[config.mk]
export PLATFORM = sky130hd
export DESIGN_NAME = lif_neuron
export DESIGN_NICKNAME = d
export VERILOG_FILES = /design/src/rtl/lif_neuron.sv
export SDC_FILE = /design/constraint.sdc
export NUM_CORES = 1
export LEC_CHECK = 0
export ABC_AREA = 1
export BUFFER_PORTS_ARGS = -buffer_cell sky130_fd_sc_hd__clkbuf_2
export CAP_MARGIN = 20
export CORE_ASPECT_RATIO = 1.1
export CORE_MARGIN = 2
export CORE_UTILIZATION = 40
export DETAILED_ROUTE_END_ITERATION = 7
export PLACE_DENSITY = 0.72
export SLEW_MARGIN = 10
export SYNTH_ARGS = -nofsm -noshare
export SYNTH_HDL_FRONTEND = slang
export SYNTH_SLANG_ARGS = --single-unit
[constraint.sdc]
create_clock -name clk -period 3 [get_ports clk]
set_clock_uncertainty 0.05 [all_clocks]
set_input_delay 0.3 -clock clk [delete_from_list [all_inputs] [get_ports clk]]
set_output_delay 0.3 -clock clk [all_outputs]
set_load 0.02 [all_outputs]
[src/rtl/lif_neuron.sv]
// Leaky integrate-and-fire neuron: shift-based leak, threshold spike, fixed refractory period.
// Optional 16-bit spike counter compiled in with `define LIF_SPIKE_COUNT_EN.
module lif_neuron #(
    parameter int WIDTH         = 8,
    parameter int THRESH        = 200,
    parameter int LEAK_SHIFT    = 3,
    parameter int REFRAC_CYCLES = 4
) (
    input  logic             clk,
    input  logic             reset_n,
    input  logic [WIDTH-1:0] weighted_in,
    input  logic             in_valid,
    output logic [WIDTH-1:0] membrane,
    output logic             spike,
    output logic             refrac,
    output logic [15:0]      spike_count
);

    typedef enum logic {
        ST_INTEGRATE  = 1'b0,
        ST_REFRACTORY = 1'b1
    } state_t;

    localparam logic [WIDTH:0] THRESH_EXT = (WIDTH+1)'(THRESH);
    localparam logic [3:0]     RC_LOAD    = 4'(REFRAC_CYCLES);
    localparam bit             HAS_REFRAC = (REFRAC_CYCLES > 0);

    state_t           state_reg, state_next;
    logic [WIDTH-1:0] membrane_reg, membrane_next;
    logic             spike_reg, spike_next;
    logic [3:0]       rc_reg, rc_next;
    logic [WIDTH-1:0] leak;
    logic [WIDTH:0]   sum;
    logic             fire;

    // One extra bit keeps v - leak + input exact so the threshold compare never wraps.
    always_comb begin
        leak = membrane_reg >> LEAK_SHIFT;
        sum  = {1'b0, membrane_reg} - {1'b0, leak}
             + (in_valid ? {1'b0, weighted_in} : {(WIDTH+1){1'b0}});
        fire = (state_reg == ST_INTEGRATE) && (sum >= THRESH_EXT);
    end

    always_ff @(posedge clk) begin
        if (!reset_n) begin
            state_reg    <= ST_INTEGRATE;
            membrane_reg <= '0;
            spike_reg    <= 1'b0;
            rc_reg       <= 4'd0;
        end else begin
            state_reg    <= state_next;
            membrane_reg <= membrane_next;
            spike_reg    <= spike_next;
            rc_reg       <= rc_next;
        end
    end

    always_comb begin
        state_next = state_reg;
        case (state_reg)
            ST_INTEGRATE: begin
                if (fire && HAS_REFRAC)
                    state_next = ST_REFRACTORY;
            end
            ST_REFRACTORY: begin
                // rc==0 here is unreachable; leaving anyway avoids a stuck state.
                if (rc_reg <= 4'd1)
                    state_next = ST_INTEGRATE;
            end
            default: state_next = ST_INTEGRATE;
        endcase
    end

    always_comb begin
        membrane_next = '0;
        spike_next    = 1'b0;
        rc_next       = rc_reg;
        case (state_reg)
            ST_INTEGRATE: begin
                if (fire) begin
                    spike_next = 1'b1;
                    rc_next    = HAS_REFRAC ? RC_LOAD : 4'd0;
                end else begin
                    membrane_next = sum[WIDTH-1:0];
                end
            end
            ST_REFRACTORY: begin
                rc_next = (rc_reg != 4'd0) ? rc_reg - 4'd1 : 4'd0;
            end
            default: rc_next = 4'd0;
        endcase
    end

    assign membrane = membrane_reg;
    assign spike    = spike_reg;
    assign refrac   = (state_reg == ST_REFRACTORY);

`ifdef LIF_SPIKE_COUNT_EN
    logic [15:0] count_reg;

    always_ff @(posedge clk) begin
        if (!reset_n)
            count_reg <= 16'h0000;
        else if (fire)
            count_reg <= count_reg + 16'h0001;
    end

    assign spike_count = count_reg;
`else
    assign spike_count = 16'h0000;
`endif

endmodule

== Word-level counts from Yosys, hierarchy flattened ==
Index checks and enable logic that the tools add are counted.

* Add/subtract/negate cells: 3
* $lt $le $gt $ge: 2
* Equal/unequal tests: 1
* Muxes and demuxes: 7
* Bitwise gates (word level): 2
* Reduce and logical (&&, ||, !) cells: 4

{| class="wikitable"
|+ Operators with widths
! cell !! count
|-
| 9-bit by 8-bit adder with 9-bit output || 1
|-
| 9-bit by 8-bit greater-or-equal comparator with 1-bit output, second input constant || 1
|-
| 8-bit by 5-bit subtractor with 9-bit output || 1
|-
| 4-bit 2-to-1 mux || 2
|-
| 8-bit 2-to-1 mux || 1
|-
| 4-bit one-hot mux with 2 select lines || 1
|-
| 4-bit by 1-bit <= comparator with 1-bit output, second input constant || 1
|-
| 4-bit nonzero test || 1
|-
| 4-bit by 1-bit subtractor with 4-bit output, second input constant || 1
|-
| 3-bit OR reduction || 1
|-
| 1-bit 2-to-1 mux || 2
|-
| 2-bit inequality test, second input constant || 1
|-
| 1-bit inverter || 2
|-
| 1-bit one-hot mux with 2 select lines || 1
|-
| 2-bit OR reduction || 1
|-
| 1-bit logical AND || 1
|}

* Register bits: 14
* Output and inout port bits: 26
* Word-level logic and storage cells: 23

== Logic depth before layout (Yosys ltp) ==
* Word-level depth: 6
* Mapped depth: 17

== Worst setup path after synthesis ==
No wires, ideal clock.

* Path type: input -> register
* Start point: in in_valid
* End point: reg membrane_reg[3] (netlist: membrane[3])
* Setup time: 70 ps
* Arrival: 2387 ps
* Setup slack: 493 ps
* Stages: 14
* Buffers on the path: 1
* Cells stage by stage: clkbuf_1 > nand2_1 > fa_1 > inv_1 > fa_1 > nand3_1 > nand3_1 > nand2_1 > nand2_1 > nor2_1 > nand2_1 > nand3_4 > nand3_4 > a21oi_1

* Word-level cells in the longest chain between the ends: 5

{| class="wikitable"
|+ RTL lines
! what !! RTL line !! text
|-
| start, declared || 12 || <nowiki>input logic in_valid,</nowiki>
|-
| 8-bit 2-to-1 mux * || 40 || <nowiki>+ (in_valid ? {1'b0, weighted_in} : {(WIDTH+1){1'b0}});</nowiki>
|-
| 9-bit by 8-bit adder with 9-bit output * || 40 ||
|-
| 9-bit by 8-bit greater-or-equal comparator with 1-bit output || 41 || <nowiki>fire = (state_reg == ST_INTEGRATE) && (sum >= THRESH_EXT);</nowiki>
|-
| 1-bit logical AND || 41 ||
|-
| 3-bit OR reduction (no line) || - ||
|-
| end signal, assigned || 52 || <nowiki>membrane_reg <= membrane_next;</nowiki>
|-
| end, declared || 29 || <nowiki>logic [WIDTH-1:0] membrane_reg, membrane_next;</nowiki>
|}

Every way passes the cells marked *; elsewhere a longest branch is shown, timed or not.
A chain may end at the register's enable or synchronous reset.

== Worst setup path after layout ==
* Start point: reg membrane_reg[1] (netlist: membrane[1])
* End point: reg membrane_reg[3] (netlist: membrane[3])

* Word-level cells in the longest chain between the ends: 5

{| class="wikitable"
|+ RTL lines
! what !! RTL line !! text
|-
| 8-bit by 5-bit subtractor with 9-bit output * || 39 || <nowiki>sum = {1'b0, membrane_reg} - {1'b0, leak}</nowiki>
|-
| 9-bit by 8-bit adder with 9-bit output * || 40 ||
|-
| 9-bit by 8-bit greater-or-equal comparator with 1-bit output || 41 ||
|-
| 1-bit logical AND || 41 ||
|-
| 3-bit OR reduction (no line) || - ||
|}

Marks and branches as above.

==> flow_summary.toml <==
[floorplan]
die_h_microns = 63.4
start_util_pct = 42.1
coreArea_sq_um = 3050
floorplan.die_area_sq_um = 3680
die_w_microns = 58.0
ios = 37
rows = 21

[routing]
drt_first_pass_iters = 4
drc_errors = 0
totalWireLength_mm = 2.27
drtAntennaViolNets = 0
dr_total_vias = 1071
vias_per_cell = 4.37
wl_met2_mm = 1.02
wl_met3_microns = 102
wl_per_cell_microns = 9.27
top_layer = "met4"
initialDrtViolationCount = 19
met1Wirelength_mm = 1.12

[min_path]
holdCritStartpoint = "reset_n"
holdPathEnd = "rc_reg[3]$_SDFFE_PN0P_"
hp-class = "in2reg"
hold_depth = 3

[worst_setup_path]
end_kind = "flip-flop"
r2r_slack_ns = 0.49
path_max_fanout = 8
crit_type = "reg2reg"
arrival_ns = 2.67
crit_required_ns = 3.16
ff2ff_path_depth = 13
reg2reg_from = "membrane[1]$_SDFF_PP0_"
r2r-end = "membrane[3]$_SDFF_PP0_"
startpoint_type = "flip-flop"

[global_route]
gr-total-overflow = 0
grt_use_total_pct = 13.1
grt_pass1_wl_mm = 3.79
grt_pass1_vias = 939
antenna_found_initial = 0
grt_max_degree = 9

[timing]
rsz0062_at_grt = "false"
finalCriticalPeriod_ns = 2.51
hold_violations = 0
max_freq_mhz = 399
final_max_slew_viol_count = 0
finalSetupTns_ns = 0
post-route-period-util_pct = 83.6
setup_viol = 0

[place]
dp_cells = 241
place_area_sq_um = 1360
place.gp.congestion = 0.802
dp_hpwl_mm = 1.92
io_buffers = 20

[yosys]
ys_seq_area_share_pct = 21.9
synthTopCellsByArea = "dfxtp_1 (22%), inv_1 (14%), nand2_1 (14%), ha_1 (12%), buf_4 (9.4%)"
netlist_instances = 189
yosysTopAreaCellShare_pct = 21.9
synth_area_leader_cell = "dfxtp_1"
avgSynthCellArea_sq_um = 6.79
ys_ff_latch = 14
synth-warning-count = 0
yosys.cell_types.count = 21
syn-cell-area_sq_um = 1280

[flow_run]
drv_cap = 0

[pwr]
combPwrFrac_pct = 63.0
netSwitchingFraction_pct = 50.0
ir_drop_v = 0.000471
power.share.clock_pct = 12.3
power.leakage_nw = 0.812
power_frac_seq_pct = 24.8
p_per_area_nw_per_um2 = 789
p_int_mw = 0.550
switchingPower_mw = 0.550
total_power_mw = 1.10

[final_layout]
largest_reg_flops = 8
fin_nets = 240
fin_cells = 245
area_delta_synth_final_pct = 8.68
drive_gt1_share_pct = 13.3
insertedDiodeCount = 0
design_area_sq_um = 1390

[clocking]
cts_tree = "built"
ctsResizeCount = 0
max-clock-path-buffers = 2
cts_hold_buf = 0
cts_buffers = 3
postCtsSetupBuffers = 0
clock_latency_ns = 0.28
clk_pin_slew_worst_paths_ns = 0.08
cts.sink_count = 14
cts_max_level = 1
root_buffer = "clkbuf_4"

[outcome]
outcome = "finished clean"
placed cells by master, fill, tap and decap left out:
master,instances
a21oi_1,9
a31oi_1,1
clkbuf_2,20
clkbuf_4,3
clkbuf_8,1
conb_1,16
dfxtp_1,14
fa_1,5
ha_1,12
inv_1,47
nand2_1,47
nand2_4,1
nand3_1,8
nand3_4,2
nand3b_1,1
nand4_1,6
nor2_1,9
nor3_1,1
o21a_1,1
o21ai_0,5
o21ai_2,1
xnor2_1,1
worst max-delay path, cell delays in order (launching register included):
cell and delay, ns:
dfxtp_1 0.34, inv_1 0.06, fa_1 0.53, inv_1 0.07
fa_1 0.45, nand3_1 0.12, nand3_1 0.12, nand2_1 0.11
nand2_1 0.05, nor2_1 0.09, nand2_1 0.09, nand3_4 0.10
nand3_4 0.12, a21oi_1 0.14
layer usage:
layer | track usage [%] | vias up
met3 | 2.46 | 3
met2 | 21.4 | 28
met5 | 0 | -
met4 | 4.36 | 0
li1 | - | 588
met1 | 16.9 | 452
layout make-up:
type | instances | area [sq um]
tap | 34 | 42.5
multi-input combinational | 126 | 758
sequential | 14 | 280
fill | 335 | 1650
inverter | 47 | 176
clock buffer | 4 | 36.3
timing repair buffer | 20 | 100
worst max path at each step:
stage | from | end | slack, ns | depth (start not counted)
floorplan | in_valid | membrane[3]$_SDFF_PP0_ | 0.49 | 14
global placement | in_valid | membrane[3]$_SDFF_PP0_ | 0.36 | 14
detailed placement | in_valid | membrane[3]$_SDFF_PP0_ | 0.31 | 14
CTS | membrane[1]$_SDFF_PP0_ | membrane[3]$_SDFF_PP0_ | 0.45 | 13
global route | membrane[4]$_SDFF_PP0_ | membrane[3]$_SDFF_PP0_ | 0.20 | 14
finish | membrane[1]$_SDFF_PP0_ | membrane[3]$_SDFF_PP0_ | 0.49 | 13
stage by stage:
stage,utilization (%),hold slack [ns],setup slack (ns)
global route,45.7,0.258,0.203
global placement,44.5,0.370,0.361
CTS,45.7,0.231,0.450
finish,45.7,0.247,0.492
detailed placement,44.5,0.375,0.310
floorplan,-,0.362,0.493
logic make-up after synthesis:
| logic type | Yosys count | share of synthesized area [%] |
|---|---|---|
| other | 1 | 0.292 |
| AOI/OAI and AO/OA | 17 | 7.22 |
| adders and majority gates | 17 | 19.5 |
| DFF | 14 | 21.9 |
| and+or+nand+nor | 75 | 27.0 |
| xor gates and xnor gates | 1 | 0.683 |
| buffers and inverters | 64 | 23.4 |
power by group through the flow:
stage | Combinational [mW] | Clock (mW) | Sequential [mW]
after global placement | 0.688 | 0 | 0.277
after floorplan | 0.543 | 0 | 0.304
after global routing | 0.803 | 0.149 | 0.278
after detailed placement | 0.695 | 0 | 0.277
after CTS | 0.699 | 0.141 | 0.273
final | 0.693 | 0.135 | 0.272
cells in the mapped netlist:
master	number
clkbuf_1	1
inv_1	47
conb_1	1
o21ai_0	5
nand3b_1	1
nand3_4	2
nand2_1	47
nand3_1	8
a21oi_1	9
fa_1	5
nand2_4	1
buf_4	16
xnor2_1	1
nor2_1	9
o21ai_2	1
a31oi_1	1
o21a_1	1
nand4_1	6
nor3_1	1
dfxtp_1	14
ha_1	12
Note: power is estimated with default switching activity, not from simulation.
